### src/rtl/aes_key_expand_seq.sv
// rtl/aes_key_expand_seq.sv - sequential AES-128/192/256 key expander, one schedule word per cycle, round keys streamed out.
// Optional KEYEXP_STORE_EN keeps every accepted round key in a readable register file.

module aes_sbox (
  input  logic [7:0] a_i,
  output logic [7:0] s_o
);

  function automatic logic [7:0] gf_mul(input logic [7:0] a, input logic [7:0] b);
    logic [7:0] p;
    logic [7:0] aa;
    logic [7:0] bb;
    p  = 8'h00;
    aa = a;
    bb = b;
    for (int n = 0; n < 8; n++) begin
      if (bb[0]) p = p ^ aa;
      aa = {aa[6:0], 1'b0} ^ (aa[7] ? 8'h1b : 8'h00);
      bb = {1'b0, bb[7:1]};
    end
    return p;
  endfunction

  // Multiplicative inverse as x^254; zero maps to zero naturally.
  function automatic logic [7:0] gf_inv(input logic [7:0] x);
    logic [7:0] x2, x3, x6, x12, x15, x30, x60, x120, x240, x252;
    x2   = gf_mul(x, x);
    x3   = gf_mul(x2, x);
    x6   = gf_mul(x3, x3);
    x12  = gf_mul(x6, x6);
    x15  = gf_mul(x12, x3);
    x30  = gf_mul(x15, x15);
    x60  = gf_mul(x30, x30);
    x120 = gf_mul(x60, x60);
    x240 = gf_mul(x120, x120);
    x252 = gf_mul(x240, x12);
    return gf_mul(x252, x2);
  endfunction

  function automatic logic [7:0] affine(input logic [7:0] b);
    return b ^ {b[6:0], b[7]} ^ {b[5:0], b[7:6]} ^ {b[4:0], b[7:5]} ^ {b[3:0], b[7:4]} ^ 8'h63;
  endfunction

  assign s_o = affine(gf_inv(a_i));

endmodule

module aes_key_expand_seq #(
  parameter int KEY_BITS = 128
) (
  input  logic                clk,
  input  logic                rst,
  input  logic                start,
  input  logic [KEY_BITS-1:0] key_in,
  output logic                busy,
  output logic                rk_valid,
  input  logic                rk_ready,
  output logic [3:0]          rk_round,
  output logic [127:0]        rk_data,
  output logic                done,
  input  logic [3:0]          rd_idx,
  output logic [127:0]        rd_key
);

  localparam int         NK   = KEY_BITS / 32;
  localparam int         NR   = NK + 6;
  localparam logic [3:0] NR_W = 4'(NR);
  localparam logic [5:0] NK_W = 6'(NK);
  localparam logic [2:0] NK_M = 3'(NK - 1);

  typedef enum logic [1:0] {ST_IDLE, ST_RUN, ST_HOLD} state_e;

  state_e         state_q, state_d;
  logic [31:0]    win_q [NK];
  logic [31:0]    win_d [NK];
  logic [5:0]     i_q, i_d;
  logic [2:0]     j_q, j_d;
  logic [7:0]     rcon_q, rcon_d;
  logic           rk_valid_q, rk_valid_d;
  logic [3:0]     rk_round_q, rk_round_d;
  logic [127:0]   rk_data_q, rk_data_d;
  logic           done_q, done_d;
  logic           write_en;
  logic [31:0]    prev_w, sbox_in, sub_w, new_w;

  // win_q[0] is w[i-Nk], win_q[NK-1] is w[i-1]; the key words rotate through during i<Nk.
  assign prev_w  = win_q[NK-1];
  assign sbox_in = (j_q == 3'd0) ? {prev_w[23:0], prev_w[31:24]} : prev_w;

  for (genvar g = 0; g < 4; g++) begin : g_sbox
    aes_sbox u_sbox (
      .a_i(sbox_in[8*g +: 8]),
      .s_o(sub_w[8*g +: 8])
    );
  end

  always_comb begin
    new_w = win_q[0] ^ prev_w;
    if (i_q < NK_W) begin
      new_w = win_q[0];
    end else if (j_q == 3'd0) begin
      new_w = win_q[0] ^ sub_w ^ {rcon_q, 24'h000000};
    end else if ((NK == 8) && (j_q == 3'd4)) begin
      new_w = win_q[0] ^ sub_w;
    end
  end

  always_comb begin
    state_d    = state_q;
    win_d      = win_q;
    i_d        = i_q;
    j_d        = j_q;
    rcon_d     = rcon_q;
    rk_valid_d = rk_valid_q;
    rk_round_d = rk_round_q;
    rk_data_d  = rk_data_q;
    done_d     = 1'b0;
    write_en   = 1'b0;

    case (state_q)
      ST_IDLE: begin
        if (start) begin
          state_d = ST_RUN;
          for (int k = 0; k < NK; k++) begin
            win_d[k] = key_in[KEY_BITS-1-32*k -: 32];
          end
          i_d        = 6'd0;
          j_d        = 3'd0;
          rcon_d     = 8'h01;
          rk_valid_d = 1'b0;
        end
      end
      ST_RUN: write_en = 1'b1;
      ST_HOLD: begin
        if (rk_ready) begin
          rk_valid_d = 1'b0;
          if (rk_round_q == NR_W) begin
            state_d = ST_IDLE;
            done_d  = 1'b1;
          end else begin
            state_d  = ST_RUN;
            write_en = 1'b1;
          end
        end
      end
      default: state_d = ST_IDLE;
    endcase

    if (write_en) begin
      for (int k = 0; k < NK - 1; k++) begin
        win_d[k] = win_q[k+1];
      end
      win_d[NK-1] = new_w;
      rk_data_d   = {rk_data_q[95:0], new_w};
      i_d         = i_q + 6'd1;
      j_d         = (j_q == NK_M) ? 3'd0 : j_q + 3'd1;
      if (i_q >= NK_W && j_q == 3'd0) begin
        rcon_d = {rcon_q[6:0], 1'b0} ^ (rcon_q[7] ? 8'h1b : 8'h00);
      end
      if (i_q[1:0] == 2'd3) begin
        rk_valid_d = 1'b1;
        rk_round_d = i_q[5:2];
        state_d    = ST_HOLD;
      end
    end
  end

  always_ff @(posedge clk or posedge rst) begin
    if (rst) begin
      state_q    <= ST_IDLE;
      for (int k = 0; k < NK; k++) win_q[k] <= 32'h0;
      i_q        <= 6'd0;
      j_q        <= 3'd0;
      rcon_q     <= 8'h00;
      rk_valid_q <= 1'b0;
      rk_round_q <= 4'd0;
      rk_data_q  <= 128'h0;
      done_q     <= 1'b0;
    end else begin
      state_q    <= state_d;
      win_q      <= win_d;
      i_q        <= i_d;
      j_q        <= j_d;
      rcon_q     <= rcon_d;
      rk_valid_q <= rk_valid_d;
      rk_round_q <= rk_round_d;
      rk_data_q  <= rk_data_d;
      done_q     <= done_d;
    end
  end

  assign busy     = (state_q != ST_IDLE);
  assign rk_valid = rk_valid_q;
  assign rk_round = rk_round_q;
  assign rk_data  = rk_data_q;
  assign done     = done_q;

`ifdef KEYEXP_STORE_EN
  logic [127:0] store_q [NR+1];
  logic [127:0] rd_key_q;

  always_ff @(posedge clk or posedge rst) begin
    if (rst) begin
      for (int k = 0; k <= NR; k++) store_q[k] <= 128'h0;
      rd_key_q <= 128'h0;
    end else begin
      if (state_q == ST_HOLD && rk_ready) store_q[rk_round_q] <= rk_data_q;
      rd_key_q <= (rd_idx <= NR_W) ? store_q[rd_idx] : 128'h0;
    end
  end

  assign rd_key = rd_key_q;
`else
  logic unused_rd_idx;
  assign unused_rd_idx = ^rd_idx;
  assign rd_key        = 128'h0;
`endif

endmodule

### config.mk
export PLATFORM = sky130hd
export DESIGN_NAME = aes_key_expand_seq
export DESIGN_NICKNAME = d
export VERILOG_FILES = /design/src/rtl/aes_key_expand_seq.sv
export SDC_FILE = /design/constraint.sdc
export NUM_CORES = 2
export LEC_CHECK = 0
export ABC_AREA = 0
export CORE_MARGIN = 1
export CORE_UTILIZATION = 45
export DETAILED_ROUTE_END_ITERATION = 10
export PLACE_DENSITY = 0.66
export SYNTH_ARGS = -nofsm -noshare
export SYNTH_HDL_FRONTEND = slang
export SYNTH_SLANG_ARGS = --single-unit
### constraint.sdc
create_clock -name clk -period 19.3 [get_ports clk]
set_clock_uncertainty 0.1 [all_clocks]
set_input_delay 5.79 -clock clk [delete_from_list [all_inputs] [get_ports clk]]
set_output_delay 5.79 -clock clk [all_outputs]
set_load 0.05 [all_outputs]
# Word-level counts from Yosys, hierarchy flattened

Cells that the tools add are included.

$add $sub $neg: 2
$lt $le $gt $ge: 2
Equal/unequal tests: 5
Mux-type cells: 695
Bitwise logic cells: 640
Reductions and logical operators: 8

Operators with widths:

| operator              | count |
|---|---|
| $xor A8 B8 Y8         | 632 |
| $mux W8               | 356 |
| $mux W5               | 309 |
| $mux W128             | 3 |
| $mux W32              | 3 |
| $xor A32 B32 Y32      | 3 |
| $mux W6               | 3 |
| $not A4 Y4            | 4 |
| $mux W3               | 4 |
| $mux W1               | 10 |
| $mux W2               | 4 |
| $xor A8 B5 Y8         | 1 |
| $add A6 B1 Y6 const B | 1 |
| $ge A6 B3 Y1 const B  | 1 |
| $lt A6 B3 Y1 const B  | 1 |
| $pmux W2 S3           | 1 |
| $reduce_bool A2 Y1    | 3 |
| $eq A2 B2 Y1 const B  | 2 |
| $eq A4 B4 Y1 const B  | 1 |
| $pmux W1 S2           | 2 |
| $reduce_and A2 Y1     | 2 |
| $add A3 B1 Y3 const B | 1 |
| $eq A3 B2 Y1 const B  | 1 |
| $logic_not A3 Y1      | 1 |
| other kinds (3)       | 3 |

Flip-flop bits (word level): 281
Input bits: 136
Output and inout bits: 263
Word-level logic and storage cells: 1364

# Logic depth before layout (Yosys ltp)

Depth after elaboration: 188
Gate-level depth with buffers: 91
Gate-level depth less buffers: 76

# Cells and area by module

Synthesis repeated with hierarchy kept, for this count alone.

Cells, all modules: 6754
Area, all modules: 57971.8 um^2

By module, submodules not included:

| module             | times used | cells an instance | area each (um^2) | sequential area each (um^2) |
|---|---|---|---|---|
| aes_sbox           | 4          | 1346              | 10839.1          | 0.0 |
| aes_key_expand_seq | 1          | 1370              | 14615.3          | 7031.7 |

# Worst setup path after synthesis

Ideal clock, no wire load.

Path kind: flip-flop to flip-flop
Start: register j_q[0]
End: register rk_data_q[31], in the netlist rk_data[31]
Arrival time: 19.042 ns
Required time: 19.063 ns
Setup slack: 0.021 ns
Cell stages (with the launch flop): 81
Path buffers: 9
Period minus slack after synthesis: 19.279 ns
Path through: dfrtp_1 -> inv_1 -> ha_1 -> nand2b_1 -> buf_6 -> buf_8 -> buf_12 -> mux2i_4 -> inv_2 -> ha_1 -> clkbuf_1 -> xnor3_1 -> nor2_1 -> xor2_2 -> xnor3_1 -> xnor2_1 -> nor2_1 -> o22ai_1 -> [45 not listed] -> xor2_1 -> nand2_1 -> xnor2_1 -> xnor2_1 -> xnor2_1 -> xnor2_4 -> xnor3_2 -> nor2_1 -> xnor3_1 -> xnor2_2 -> xnor2_2 -> xnor3_1 -> xnor3_1 -> xnor2_1 -> nand2_1 -> a21oi_2 -> xnor2_1 -> a21oi_1

Cells in the longest elaborated chain, start to end: 179
Elaborated cells on any way between the ends: 329

RTL lines:

| item                                     | line    | source |
|---|---|---|
| start: declaration                       | 77      | `logic [2:0] j_q, j_d;` |
| start signal: assignment                 | 183     | `j_q <= j_d;` |
| $logic_not A3 Y1 (*)                     | 88, 101 |  |
| $mux W32                                 | 88      | `assign sbox_in = (j_q == 3'd0) ? {prev_w[23:0], prev_w[31:24]} : prev_w;` |
| $mux W5 (tied with other cells)          | 18      | `aa = {aa[6:0], 1'b0} ^ (aa[7] ? 8'h1b : 8'h00);` |
| $xor A8 B8 Y8, on equally long branches  | 18, 17  |  |
| $xor A8 B8 Y8 or $mux W8 (tied branches) | 17      | `if (bb[0]) p = p ^ aa;` |
| $mux W8 or $xor A8 B8 Y8 (tied branches) | 17      |  |
| $xor A8 B8 Y8 or $mux W8 (tied branches) | 17      |  |
| $mux W8 or $xor A8 B8 Y8 (tied branches) | 17      |  |
| [159 not listed]                         | --      |  |
| $xor A8 B8 Y8                            | 17      |  |
| $mux W8                                  | 17      |  |
| $xor A8 B8 Y8                            | 17      |  |
| $mux W8                                  | 17      |  |
| $xor A8 B8 Y8 (4 in series)              | 41      | `return b ^ {b[6:0], b[7]} ^ {b[5:0], b[7:6]} ^ {b[4:0], b[7:5]} ^ {b[3:0], b[7:4]} ^ 8'h63;` |
| $xor A32 B32 Y32 (2 in series)           | 102     | `new_w = win_q[0] ^ sub_w ^ {rcon_q, 24'h000000};` |
| $mux W32 (*)                             | 101     | `end else if (j_q == 3'd0) begin` |
| $mux W32 (*)                             | 99      | `if (i_q < NK_W) begin` |
| end signal: assignment                   | 187     | `rk_data_q <= rk_data_d;` |
| end: declaration                         | 81      | `logic [127:0] rk_data_q, rk_data_d;` |

Mark *: on every way between the ends. The rest lies on a longest branch, timed or not.
A chain may end at the register's enable or synchronous reset.

# Final worst setup path

Start: register j_q[0]
End: register win_q, in the netlist prev_w[7]

Cells in the longest elaborated chain, start to end: 180
Elaborated cells on any way between the ends: 330

RTL lines:

| item                                     | line    | source |
|---|---|---|
| $logic_not A3 Y1 (*)                     | 88, 101 |  |
| $mux W32                                 | 88      |  |
| $mux W5 (tied with other cells)          | 18      |  |
| $xor A8 B8 Y8, on equally long branches  | 18, 17  |  |
| $xor A8 B8 Y8 or $mux W8 (tied branches) | 17      |  |
| $mux W8 or $xor A8 B8 Y8 (tied branches) | 17      |  |
| $xor A8 B8 Y8 or $mux W8 (tied branches) | 17      |  |
| $mux W8 or $xor A8 B8 Y8 (tied branches) | 17      |  |
| [160 not listed]                         | --      |  |
| $mux W8                                  | 17      |  |
| $xor A8 B8 Y8                            | 17      |  |
| $mux W8                                  | 17      |  |
| $xor A8 B8 Y8 (4 in series)              | 41      |  |
| $xor A32 B32 Y32 (2 in series)           | 102     |  |
| $mux W32 (*)                             | 101     |  |
| $mux W32 (*)                             | 99      |  |
| $mux W128 (*)                            | 149     | `if (write_en) begin` |
| end signal: assignment                   | 181     | `win_q <= win_d;` |
| end: declaration                         | 74      | `logic [31:0] win_q [NK];` |

Marks and branches as above.

==> impl_metrics.yaml <==
outcome:
  status: "completed"
yosys:
  synth-seq-cells: 281
  synth_cell_types: 135
  synth_ff_type: "dfrtp_1"
  synthTopCellsByArea: "xnor2_1, dfrtp_1, xnor3_1, nand2_1, nor2_1"
  synthArstFlopShare_pct: 100
  syn_area_um2: 61200
  syn_inst: 7571
  yosysSeqAreaShare_pct: 11.5
  syn_avg_cell_area_um2: 8.08
  synth.top_cells.by_count: "nand2_1, xnor2_1, nor2_1"
  synth.top_cell.area_share_pct: 16.4
  yosys.area.top_type: "xnor2_1"
  synth_edf_count: 0
  synth_most_common_cell: "nand2_1"
  synth_warnings: 0
clock_tree:
  cts_max_level: 1
  cts.sinks: 281
  cts_tree: "built"
  clk_latency_ps: 570
  root_buffer: "clkbuf_16"
  cts_made_buffers: 29
  path_clk_slew_ps: 60
  clockBufferDepth: 3
drt:
  wl_um: 183000
  wire_per_inst_um: 18.8
  drt_pass1_iterations: 6
  ant_nets: 0
  vias: 55500
  vias_per_cell: 5.68
  first_iter_violations: 4885
  drc: 0
die:
  core_area_um2: 134000
  die_w_um: 371
  ios: 399
  die_h_um: 371
  rows: 134
  start_util_pct: 45.6
  dieArea_um2: 137000
critical_path:
  path_delay_family: "XOR/XNOR gates"
  cp-start-kind: "flip-flop"
  worstPathArrival_ps: 18850
  crit_fanout: 13
  path_class: "reg -> reg"
  max_stage_delay_ps: 540
  endpoint_kind: "flip-flop"
  worstPathRequired_ps: 19660
  crit_buf_inv: 12
  cpMaxStageDelayCell: "xor3_2"
  cp_common_cell: "xnor2_1"
sta:
  setup-violations-final: 0
  slew_headroom_pct: 20.5
  fin_crit_ps: 18490
  final_hold_viol_count: 0
  max_freq_ghz: 0.0541
  fin_crit_sh_pct: 95.8
  worst_pin_slew_ps: 1190
  timing.final.ws_setup_ps: 811
  rsz0062_at_grt: "true"
  final_max_slew_viol_count: 0
final_layout:
  area_growth_pct: 15.7
  num-nets-final: 8134
  drive_above_1_share_pct: 17.2
global_routing:
  grt_usage_pct: 25.3
  grt_pass1_wl_um: 286000
  grt_max_degree: 173
  antenna_found_initial: 19
  grt_pass1_vias: 51600
  overflow: 0
placed_design:
  dp_hpwl_um: 135000
  portBuffers: 266
  gp_congestion: 0.924
  dpl_worst_slack_ps: -625
run:
  maxCapViolCount: 0
worst_hold_path:
  hold_path.class: "reg -> reg"
-- tightest hold or removal path: cells and delay by family, from the launching register on --
family / cells / cell delay [ps]
flip-flops: 1 / 350
AND/OR/NAND/NOR: 2 / 100
-- what timing repair did --
item | CTS | global route
cloned | 0 | 2
setup endpoints to repair | 64 | 64
setup buffers | 26 | 106
pin swaps | 13 | 74
gates resized for setup | 61 | 263
hold buffers | 0 | 0
-- cell type report --
cell class                 count  area, µm²
multi-input combinational   6663      52700
inverter                     119        454
fill                       12400      63300
clock inverter                11        205
sequential                   281       7030
clock buffer                  41        831
tap                         1768       2210
antenna                       17       42.5
timing repair buffer         868       7360
-- cells by family after synthesis --
logic type / count (synthesis) / share of synthesized area [%]
other: 1 / 0.00613
adders and majority gates: 36 / 0.736
muxes: 313 / 5.57
DFF: 281 / 11.5
buffers and inverters: 754 / 6.40
and+or+nand+nor: 2782 / 19.8
AOI/OAI and AO/OA: 1322 / 14.7
xor gates and xnor gates: 2082 / 41.2
-- metal layers --
| layer | track usage, % | vias up | routed length, µm |
|---|---|---|---|
| met4 | 6.48 | 6 | 4090 |
| met1 | 35.5 | 26900 | 80300 |
| met3 | 1.82 | 286 | 10900 |
| met5 | 0 | - | 46 |
| met2 | 41.8 | 1951 | 88000 |
| li1 | - | 26300 | - |
-- flip-flops by register name (all words and copies together), names as in the netlist, 2 cells and up --
signal	count
rk_data	128
win_q	96
prev_w	32
rcon_q	8
i_q	6
rk_round	4
j_q	3
state_q	2
-- placed cells by master (no fill, tap or decap), types with 53 or more instances in the layout --
cell and n:
nand2_1 1154, xnor2_1 1047, nor2_1 886, buf_4 583
xor2_1 344, dfrtp_1 281, a21oi_1 273, clkdlybuf4s50_1 266
xnor3_1 254, o21ai_0 220, mux2i_1 217, xnor2_2 194
a31oi_1 167, nor3_1 157, nand3_1 157, conb_1 128
inv_1 79, nand2b_1 60, xor2_2 60, mux2_2 56
xnor3_2 56, o22ai_1 54, xnor2_4 53, o21ai_1 53
-- path summary, 6_finish.rpt --
check | end | slack [ps] | start | cells past startpoint
max | prev_w[7] | 810 | j_q[0] | 75
min | rk_data[124] | 380 | rk_data[124] | 2
min in group asynchronous | rk_data[127] | 5690 | rst | 2
max reg2reg | prev_w[7] | 810 | j_q[0] | 75
max in group asynchronous | rk_data[94] | 11900 | rst | 3
min reg2reg | rk_data[124] | 380 | rk_data[124] | 2
-- stage by stage --
stage | util (%) | TNS, ps | cells | instance area [µm²] | hold WS [ps]
floorplan | - | 0 | 7698 | 61600 | 380
global placement | 49.8 | -5810 | 9565 | 66700 | 357
detailed placement | 49.8 | -19750 | 9565 | 66700 | 362
CTS | 51.0 | 0 | 9643 | 68300 | 380
global route | 52.8 | -2650 | 9768 | 70800 | 397
finish | 52.8 | 0 | 9768 | 70800 | 380
Power is not shown: default switching activity piles up to over one toggle a cycle in this logic, so the estimate is an artifact.
